--- src/rtl/instr_fetch_unit_if.sv ---
// Fetch-unit bus: IMEM read port, redirect input and the decode-side valid/ready handshake.
// master = fetch unit, slave = IMEM/decode environment.
interface instr_fetch_unit_if;
   logic        fetch_en;
   logic [31:0] imem_addr;
   logic        imem_req;
   logic [31:0] imem_data;
   logic        redirect_valid;
   logic [31:0] redirect_pc;
   logic        out_valid;
   logic        out_ready;
   logic [31:0] out_pc;
   logic [31:0] out_instr;

   modport master (
      input  fetch_en, imem_data, redirect_valid, redirect_pc, out_ready,
      output imem_addr, imem_req, out_valid, out_pc, out_instr
   );

   modport slave (
      output fetch_en, imem_data, redirect_valid, redirect_pc, out_ready,
      input  imem_addr, imem_req, out_valid, out_pc, out_instr
   );
endinterface

--- src/rtl/instr_fetch_unit.sv ---
// PC generator + instruction queue feeding decode; redirects flush the queue and squash in-flight reads.
// Optional FETCH_PERF_CNT_EN adds fetch_cnt/squash_cnt performance counters.
module instr_fetch_unit #(
   parameter logic [31:0] RESET_PC   = 32'h0000_0000,
   parameter int unsigned FIFO_DEPTH = 2
) (
   input  logic                 clk,
   input  logic                 rst_n,
   instr_fetch_unit_if.master   bus
`ifdef FETCH_PERF_CNT_EN
   ,
   output logic [31:0]          fetch_cnt,
   output logic [31:0]          squash_cnt
`endif
);
   localparam int unsigned PTR_W = (FIFO_DEPTH > 1) ? $clog2(FIFO_DEPTH) : 1;
   localparam int unsigned CNT_W = PTR_W + 1;
   localparam logic [CNT_W:0] DEPTH_C = (CNT_W+1)'(FIFO_DEPTH);

   typedef enum logic {IDLE, RUN} state_e;

   typedef struct packed {
      logic [31:0] pc;
      logic [31:0] instr;
   } entry_t;

   state_e                     state_q, state_d;
   logic [31:0]                pc_q, pc_d;
   logic [31:0]                req_pc_q, req_pc_d;
   logic                       inflight_q, inflight_d;
   logic [CNT_W-1:0]           count_q, count_d;
   logic [PTR_W-1:0]           wr_ptr_q, wr_ptr_d;
   logic [PTR_W-1:0]           rd_ptr_q, rd_ptr_d;
   entry_t [FIFO_DEPTH-1:0]    mem_q;

   logic        issue, push, pop, squash, empty, bypass, wr_en, rd_en;
   logic [CNT_W:0] occ;
   entry_t      push_ent, head;

   // FSM
   always_ff @(posedge clk or negedge rst_n) begin
      if (!rst_n) state_q <= IDLE;
      else        state_q <= state_d;
   end

   always_comb begin
      state_d = state_q;
      unique case (state_q)
         IDLE:    if (bus.fetch_en)  state_d = RUN;
         RUN:     if (!bus.fetch_en) state_d = IDLE;
         default: state_d = IDLE;
      endcase
   end

   // Issue/response/handshake decode
   always_comb begin
      empty    = (count_q == '0);
      occ      = {1'b0, count_q} + (CNT_W+1)'(inflight_q);
      issue    = (state_q == RUN) && !bus.redirect_valid && (occ < DEPTH_C);
      push     = inflight_q && !bus.redirect_valid;
      squash   = inflight_q && bus.redirect_valid;
      push_ent = '{pc: req_pc_q, instr: bus.imem_data};
      // An arriving word is shown straight away when the queue is empty, so a
      // depth-2 queue still sustains one instruction per cycle.
      bypass   = empty && push;
      head     = bypass ? push_ent : mem_q[rd_ptr_q];
      pop      = (!empty || push) && !bus.redirect_valid && bus.out_ready;
      wr_en    = push && !(bypass && pop);
      rd_en    = pop && !empty;
   end

   assign bus.imem_req  = issue;
   assign bus.imem_addr = {2'b00, pc_q[31:2]};
   assign bus.out_valid = (!empty || push) && !bus.redirect_valid;
   assign bus.out_pc    = head.pc;
   assign bus.out_instr = head.instr;

   // Next-state datapath
   always_comb begin
      pc_d       = pc_q;
      req_pc_d   = req_pc_q;
      inflight_d = issue;
      count_d    = count_q;
      wr_ptr_d   = wr_ptr_q;
      rd_ptr_d   = rd_ptr_q;
      if (bus.redirect_valid) begin
         pc_d     = bus.redirect_pc & 32'hFFFF_FFFC;
         count_d  = '0;
         wr_ptr_d = '0;
         rd_ptr_d = '0;
      end else begin
         if (issue) begin
            pc_d     = pc_q + 32'd4;
            req_pc_d = pc_q;
         end
         if (wr_en) wr_ptr_d = wr_ptr_q + 1'b1;
         if (rd_en) rd_ptr_d = rd_ptr_q + 1'b1;
         unique case ({wr_en, rd_en})
            2'b10:   count_d = count_q + 1'b1;
            2'b01:   count_d = count_q - 1'b1;
            default: count_d = count_q;
         endcase
      end
   end

   always_ff @(posedge clk or negedge rst_n) begin
      if (!rst_n) begin
         pc_q       <= RESET_PC;
         req_pc_q   <= '0;
         inflight_q <= 1'b0;
         count_q    <= '0;
         wr_ptr_q   <= '0;
         rd_ptr_q   <= '0;
         mem_q      <= '0;
      end else begin
         pc_q       <= pc_d;
         req_pc_q   <= req_pc_d;
         inflight_q <= inflight_d;
         count_q    <= count_d;
         wr_ptr_q   <= wr_ptr_d;
         rd_ptr_q   <= rd_ptr_d;
         if (wr_en && !bus.redirect_valid) mem_q[wr_ptr_q] <= push_ent;
      end
   end

`ifdef FETCH_PERF_CNT_EN
   // Flushed entries and the discarded response both count as squashed work.
   always_ff @(posedge clk or negedge rst_n) begin
      if (!rst_n) begin
         fetch_cnt  <= '0;
         squash_cnt <= '0;
      end else begin
         if (pop) fetch_cnt <= fetch_cnt + 32'd1;
         if (bus.redirect_valid)
            squash_cnt <= squash_cnt + 32'(count_q) + 32'(squash);
      end
   end
`endif

endmodule

--- src/flat_wrapper.sv ---
// flat-port wrapper written by rule: the top's interface ports become plain ports
module instr_fetch_unit_flat 
#(
   parameter logic [31:0] RESET_PC   = 32'h0000_0000,
   parameter int unsigned FIFO_DEPTH = 2
)
  (clk, rst_n, bus_fetch_en, bus_imem_data, bus_redirect_valid, bus_redirect_pc, bus_out_ready, bus_imem_addr, bus_imem_req, bus_out_valid, bus_out_pc, bus_out_instr);
  instr_fetch_unit_if bus_i ();
  input  logic clk;
  input  logic rst_n;
  input wire logic [$bits(bus_i.fetch_en)-1:0] bus_fetch_en;
  input wire logic [$bits(bus_i.imem_data)-1:0] bus_imem_data;
  input wire logic [$bits(bus_i.redirect_valid)-1:0] bus_redirect_valid;
  input wire logic [$bits(bus_i.redirect_pc)-1:0] bus_redirect_pc;
  input wire logic [$bits(bus_i.out_ready)-1:0] bus_out_ready;
  output wire logic [$bits(bus_i.imem_addr)-1:0] bus_imem_addr;
  output wire logic [$bits(bus_i.imem_req)-1:0] bus_imem_req;
  output wire logic [$bits(bus_i.out_valid)-1:0] bus_out_valid;
  output wire logic [$bits(bus_i.out_pc)-1:0] bus_out_pc;
  output wire logic [$bits(bus_i.out_instr)-1:0] bus_out_instr;
  assign bus_i.fetch_en = bus_fetch_en;
  assign bus_i.imem_data = bus_imem_data;
  assign bus_i.redirect_valid = bus_redirect_valid;
  assign bus_i.redirect_pc = bus_redirect_pc;
  assign bus_i.out_ready = bus_out_ready;
  assign bus_imem_addr = bus_i.imem_addr;
  assign bus_imem_req = bus_i.imem_req;
  assign bus_out_valid = bus_i.out_valid;
  assign bus_out_pc = bus_i.out_pc;
  assign bus_out_instr = bus_i.out_instr;
  instr_fetch_unit #(.RESET_PC(RESET_PC), .FIFO_DEPTH(FIFO_DEPTH)) u_core (.clk(clk), .rst_n(rst_n), .bus(bus_i));
endmodule
--- config.mk ---
export PLATFORM = sky130hd
export DESIGN_NAME = instr_fetch_unit_flat
export DESIGN_NICKNAME = d
export VERILOG_FILES = /design/src/rtl/instr_fetch_unit_if.sv /design/src/rtl/instr_fetch_unit.sv /design/src/flat_wrapper.sv
export SDC_FILE = /design/constraint.sdc
export NUM_CORES = 1
export LEC_CHECK = 0
export ABC_AREA = 1
export BUFFER_PORTS_ARGS = -buffer_cell sky130_fd_sc_hd__buf_2
export CAP_MARGIN = 20
export CORE_MARGIN = 8
export CORE_UTILIZATION = 55
export DETAILED_ROUTE_END_ITERATION = 12
export MAX_ROUTING_LAYER = met4
export PLACE_DENSITY_LB_ADDON = 0.15
export SLEW_MARGIN = 20
export SYNTH_ARGS = -nofsm -noshare
export SYNTH_HDL_FRONTEND = slang
export SYNTH_SLANG_ARGS = --single-unit
--- constraint.sdc ---
create_clock -name clk -period 2.06 [get_ports clk]
set_input_delay 0.412 -clock clk [delete_from_list [all_inputs] [get_ports clk]]
set_output_delay 0.412 -clock clk [all_outputs]
set_load 0.03 [all_outputs]
==> summary.md <==
| Metric | Value |
|---|---|
| Total standard cell area after synthesis | `0.00938 mm²` |
| Total number of vias | `8670` |
| Worst Path Max Fanout | `6` |
| Final worst-path cycle share | `109%` |
| Final design area excluding fillers | `0.0118 mm²` |
| Startpoint of the worst-slack reg-to-reg timing path | `u_core.inflight_q` |
| Top area cells in the synthesized netlist | `sky130_fd_sc_hd__dfrtp_1, sky130_fd_sc_hd__nand2_1, sky130_fd_sc_hd__o21ai_0` |
| Required @ worst endpoint | `1.65 ns` |
| Minimum clock period after layout | `2.24 ns` |
| Biggest area consumer among synthesized cells | `sky130_fd_sc_hd__dfrtp_1` |
| I/O pins | `167` |
| First-pass DRT Iterations | `5` |
| Initial Util | `56.3%` |
| Total number of nets in the final design | `1464` |
| Met3 global-route usage | `4.70%` |
| Power density normalized to cell area | `1100 mW/mm²` |
| R2r worst-path depth | `9` |
| Hold WC Path Type | `in2reg` |
| Wire length reported by the detailed router | `24700 µm` |
| Area occupied by registers | `0.00476 mm²` |
| Register clock-pin slew on the reported worst setup and hold paths | `0.07 ns` |
| Maximum operating frequency | `0.446 GHz` |
| Met1 demand-to-capacity share in global routing | `30.8%` |
| Slew Limit Fails | `0` |
| Synthesis warning total | `0` |
| Post-Syn Area per Cell | `7.57 µm²` |
| Number of levels the H-tree was split into | `4` |
| CTS tree | `built` |
| Violated checks | `setup timing` |
| Detailed router's first-iteration violation count | `541` |
| Flip-flop cell with the highest count after synthesis | `sky130_fd_sc_hd__dfrtp_1` |
| Overall die width | `147 µm` |
| Number of flops mapped to enable cells by yosys | `0` |
| Final total power | `13.0 mW` |
| Sinks on Clock Net | `190` |
| Core area | `0.0166 mm²` |
| Final routed wire length divided by cell count | `15.2 µm` |
| Share of flip-flops with an asynchronous set or reset after synthesis | `100%` |
| Count of cell types in the netlist | `31` |
| Die Outline Area | `0.0215 mm²` |
| HPWL after detailed placement | `16500 µm` |
| Area share of the leading cell type in the synthesized netlist | `50.7%` |
| Antenna violations before repair | `0` |
| Share of synthesized area occupied by flip-flops and latches | `50.7%` |
| Arrival time worst endpoint | `1.83 ns` |
| Endpoint type of the worst setup path | `output pin` |
| Number of flip-flops and latches in the synthesized netlist | `190` |
| Layout overhead on the synthesized area | `25.5%` |
| Most frequent cell after synthesis | `sky130_fd_sc_hd__nand2_1` |
| Top post-synthesis cells by count | `sky130_fd_sc_hd__nand2_1, sky130_fd_sc_hd__dfrtp_1, sky130_fd_sc_hd__nor2_1, sky130_fd_sc_hd__inv_1, sky130_fd_sc_hd__o21ai_0` |
| Maximum number of pins on one net before global-route repair | `70` |
| Fraction of layout instances using a drive strength above 1 | `21.0%` |
| Leakage power total | `5.84 nW` |
| Multi-input gate area | `0.00410 mm²` |
| Worst setup path start | `u_core.inflight_q` |
| Met2 routing resource usage after global routing | `35.4%` |
| Busiest layer in global routing | `met2` |
| RSZ-0062 raised after global routing | `yes` |
| Post-Route Hold Slack | `0.0899 ns` |
| Number of buffers on the longest clock path | `2` |
| Final Wtd Congestion | `0.938` |
| Row count | `47` |
| Kind of critical path | `reg2out` |
| Post-route setup TNS | `-7.52 ns` |
| Number of antenna-violating nets in the routed design | `0` |
| Vias in the first global route | `8182` |
| Floorplan die height | `147 µm` |
| Peak ir drop on the vdd network | `667 µV` |
| Number of buffer cells added on primary ports | `160` |
| Global-route total usage across every layer | `23.3%` |
| Total DRC errors in the routed layout | `0` |
| End of the worst register-to-register path | `u_core.mem_q[55]` |
| Slack of the critical path | `-0.184 ns` |
| Register-to-Register Setup Slack | `0.21 ns` |
| TritonCTS Buffers | `17` |
| Kind of launch point of the worst setup path | `register` |
| Global-route wire length before repair | `40100 µm` |
| # fillers | `1367` |
| Instance area after placement | `0.0105 mm²` |
| Number of cells produced by synthesis | `1238` |
| Clock insertion delay at the later pin of the skew report | `0.42 ns` |
| Hold Fails Final Rpt | `0` |
| Number of violations of the max-capacitance limit | `0` |
| End of the critical path | `bus_out_pc[4]` |
| Clock tree skew after final layout | `0.00714 ns` |
| Result of the run | `finished, violations left` |
| Diodes inserted | `0` |
| Number of setup violations in the final report | `62` |
| Clock root buffer master | `sky130_fd_sc_hd__clkbuf_16` |
| Via density | `5.33` |
| Global-route congestion overflow total | `0` |
[metal layers]
metal,vias up,part of all wire [%]
li1,4266,-
met1,4060,45
met2,314,47
met3,30,6.3
met4,0,1.8
met5,-,0
[kinds of logic (layout without fill, tap and decap cells)]
kind of cell,Yosys count,after routing,share of synthesized area [%]
adder cells (fa/ha/maj),1,1,0.133
flip-flops,190,190,50.7
XOR/XNOR,10,10,0.934
AND/OR/NAND/NOR,590,591,24.7
AO/OA/AOI/OAI,253,253,14.7
other,1,4,0.0400
buffers and inverters,193,358,8.78
[cell type report]
type                       count  area share, %
sequential                   190           40.4
multi-input combinational    859           34.9
timing repair buffer         204           13.4
clock buffer                  22           4.12
inverter                     122           3.89
tap                          220           2.34
clock inverter                10          0.947
[cells in the final DEF (no fill, tap or decap), types with 9 or more instances in the layout]
master,synthesis,layout
sky130_fd_sc_hd__buf_12,0,13
sky130_fd_sc_hd__a31oi_1,63,41
sky130_fd_sc_hd__xor2_1,10,10
sky130_fd_sc_hd__clkbuf_16,0,18
sky130_fd_sc_hd__dfrtp_1,190,188
sky130_fd_sc_hd__nand3_1,36,34
sky130_fd_sc_hd__o21ai_0,118,118
sky130_fd_sc_hd__buf_6,8,20
sky130_fd_sc_hd__o21ai_1,49,49
sky130_fd_sc_hd__a31oi_2,0,18
sky130_fd_sc_hd__buf_4,4,71
sky130_fd_sc_hd__inv_1,120,120
sky130_fd_sc_hd__nor2_2,2,19
sky130_fd_sc_hd__a21oi_1,9,9
sky130_fd_sc_hd__nand2_1,417,416
sky130_fd_sc_hd__nor2_1,121,100
sky130_fd_sc_hd__buf_2,18,96
[power by group]
group | switching [mW] | internal [mW] | total [mW]
Clock | 1.37 | 1.91 | 3.28
Combinational | 2.69 | 1.69 | 4.37
Sequential | 0.634 | 4.68 | 5.31
Total | 4.69 | 8.28 | 13.0
[worst min path at each step]
stage                  from           endpoint  cells after the start
6_report       bus_fetch_en     u_core.state_q                      1
5_1_grt        bus_fetch_en     u_core.state_q                      1
4_1_cts        bus_fetch_en     u_core.state_q                      1
3_5_place_dp          rst_n   u_core.mem_q[35]                      1
3_3_place_gp          rst_n   u_core.mem_q[99]                      1
2_1_floorplan         rst_n  u_core.count_q[0]                      0
[flip-flops by register name, indices dropped and copies added (netlist names)]
name and cells:
u_core.rd_ptr_q 1, u_core.inflight_q 1, u_core.req_pc_q 30, u_core.mem_q 124, u_core.state_q 1, u_core.wr_ptr_q 1, u_core.pc_q 30, u_core.count_q 2
[what timing repair did]
action                                 CTS  global route
resized for setup                       94            45
setup endpoints to repair               63            63
pin swaps                                1             3
buffers inserted                         4             8
endpoints found under the hold margin   41             0
hold buffers                             1             0
cloned                                   0             2
[metrics by stage]
stage	std cells	util, %	setup slack [ns]
finish	1627	70.7	-0.184
global route	1627	70.7	-0.263
CTS	1617	69.0	-0.171
detailed placement	1580	63.3	0.0958
global placement	1580	63.3	0.0987
floorplan	1241	-	-0.00824
[critical path, cell delays in order, from the launching register on]
cell,delay [ns]
sky130_fd_sc_hd__dfrtp_1,0.39
sky130_fd_sc_hd__inv_2,0.07
sky130_fd_sc_hd__nor2_4,0.19
sky130_fd_sc_hd__buf_4,0.17
sky130_fd_sc_hd__nand2_4,0.08
sky130_fd_sc_hd__buf_4,0.15
sky130_fd_sc_hd__nor2_1,0.13
sky130_fd_sc_hd__a31oi_1,0.06
sky130_fd_sc_hd__buf_4,0.17
(Power assumes the default switching activity.)
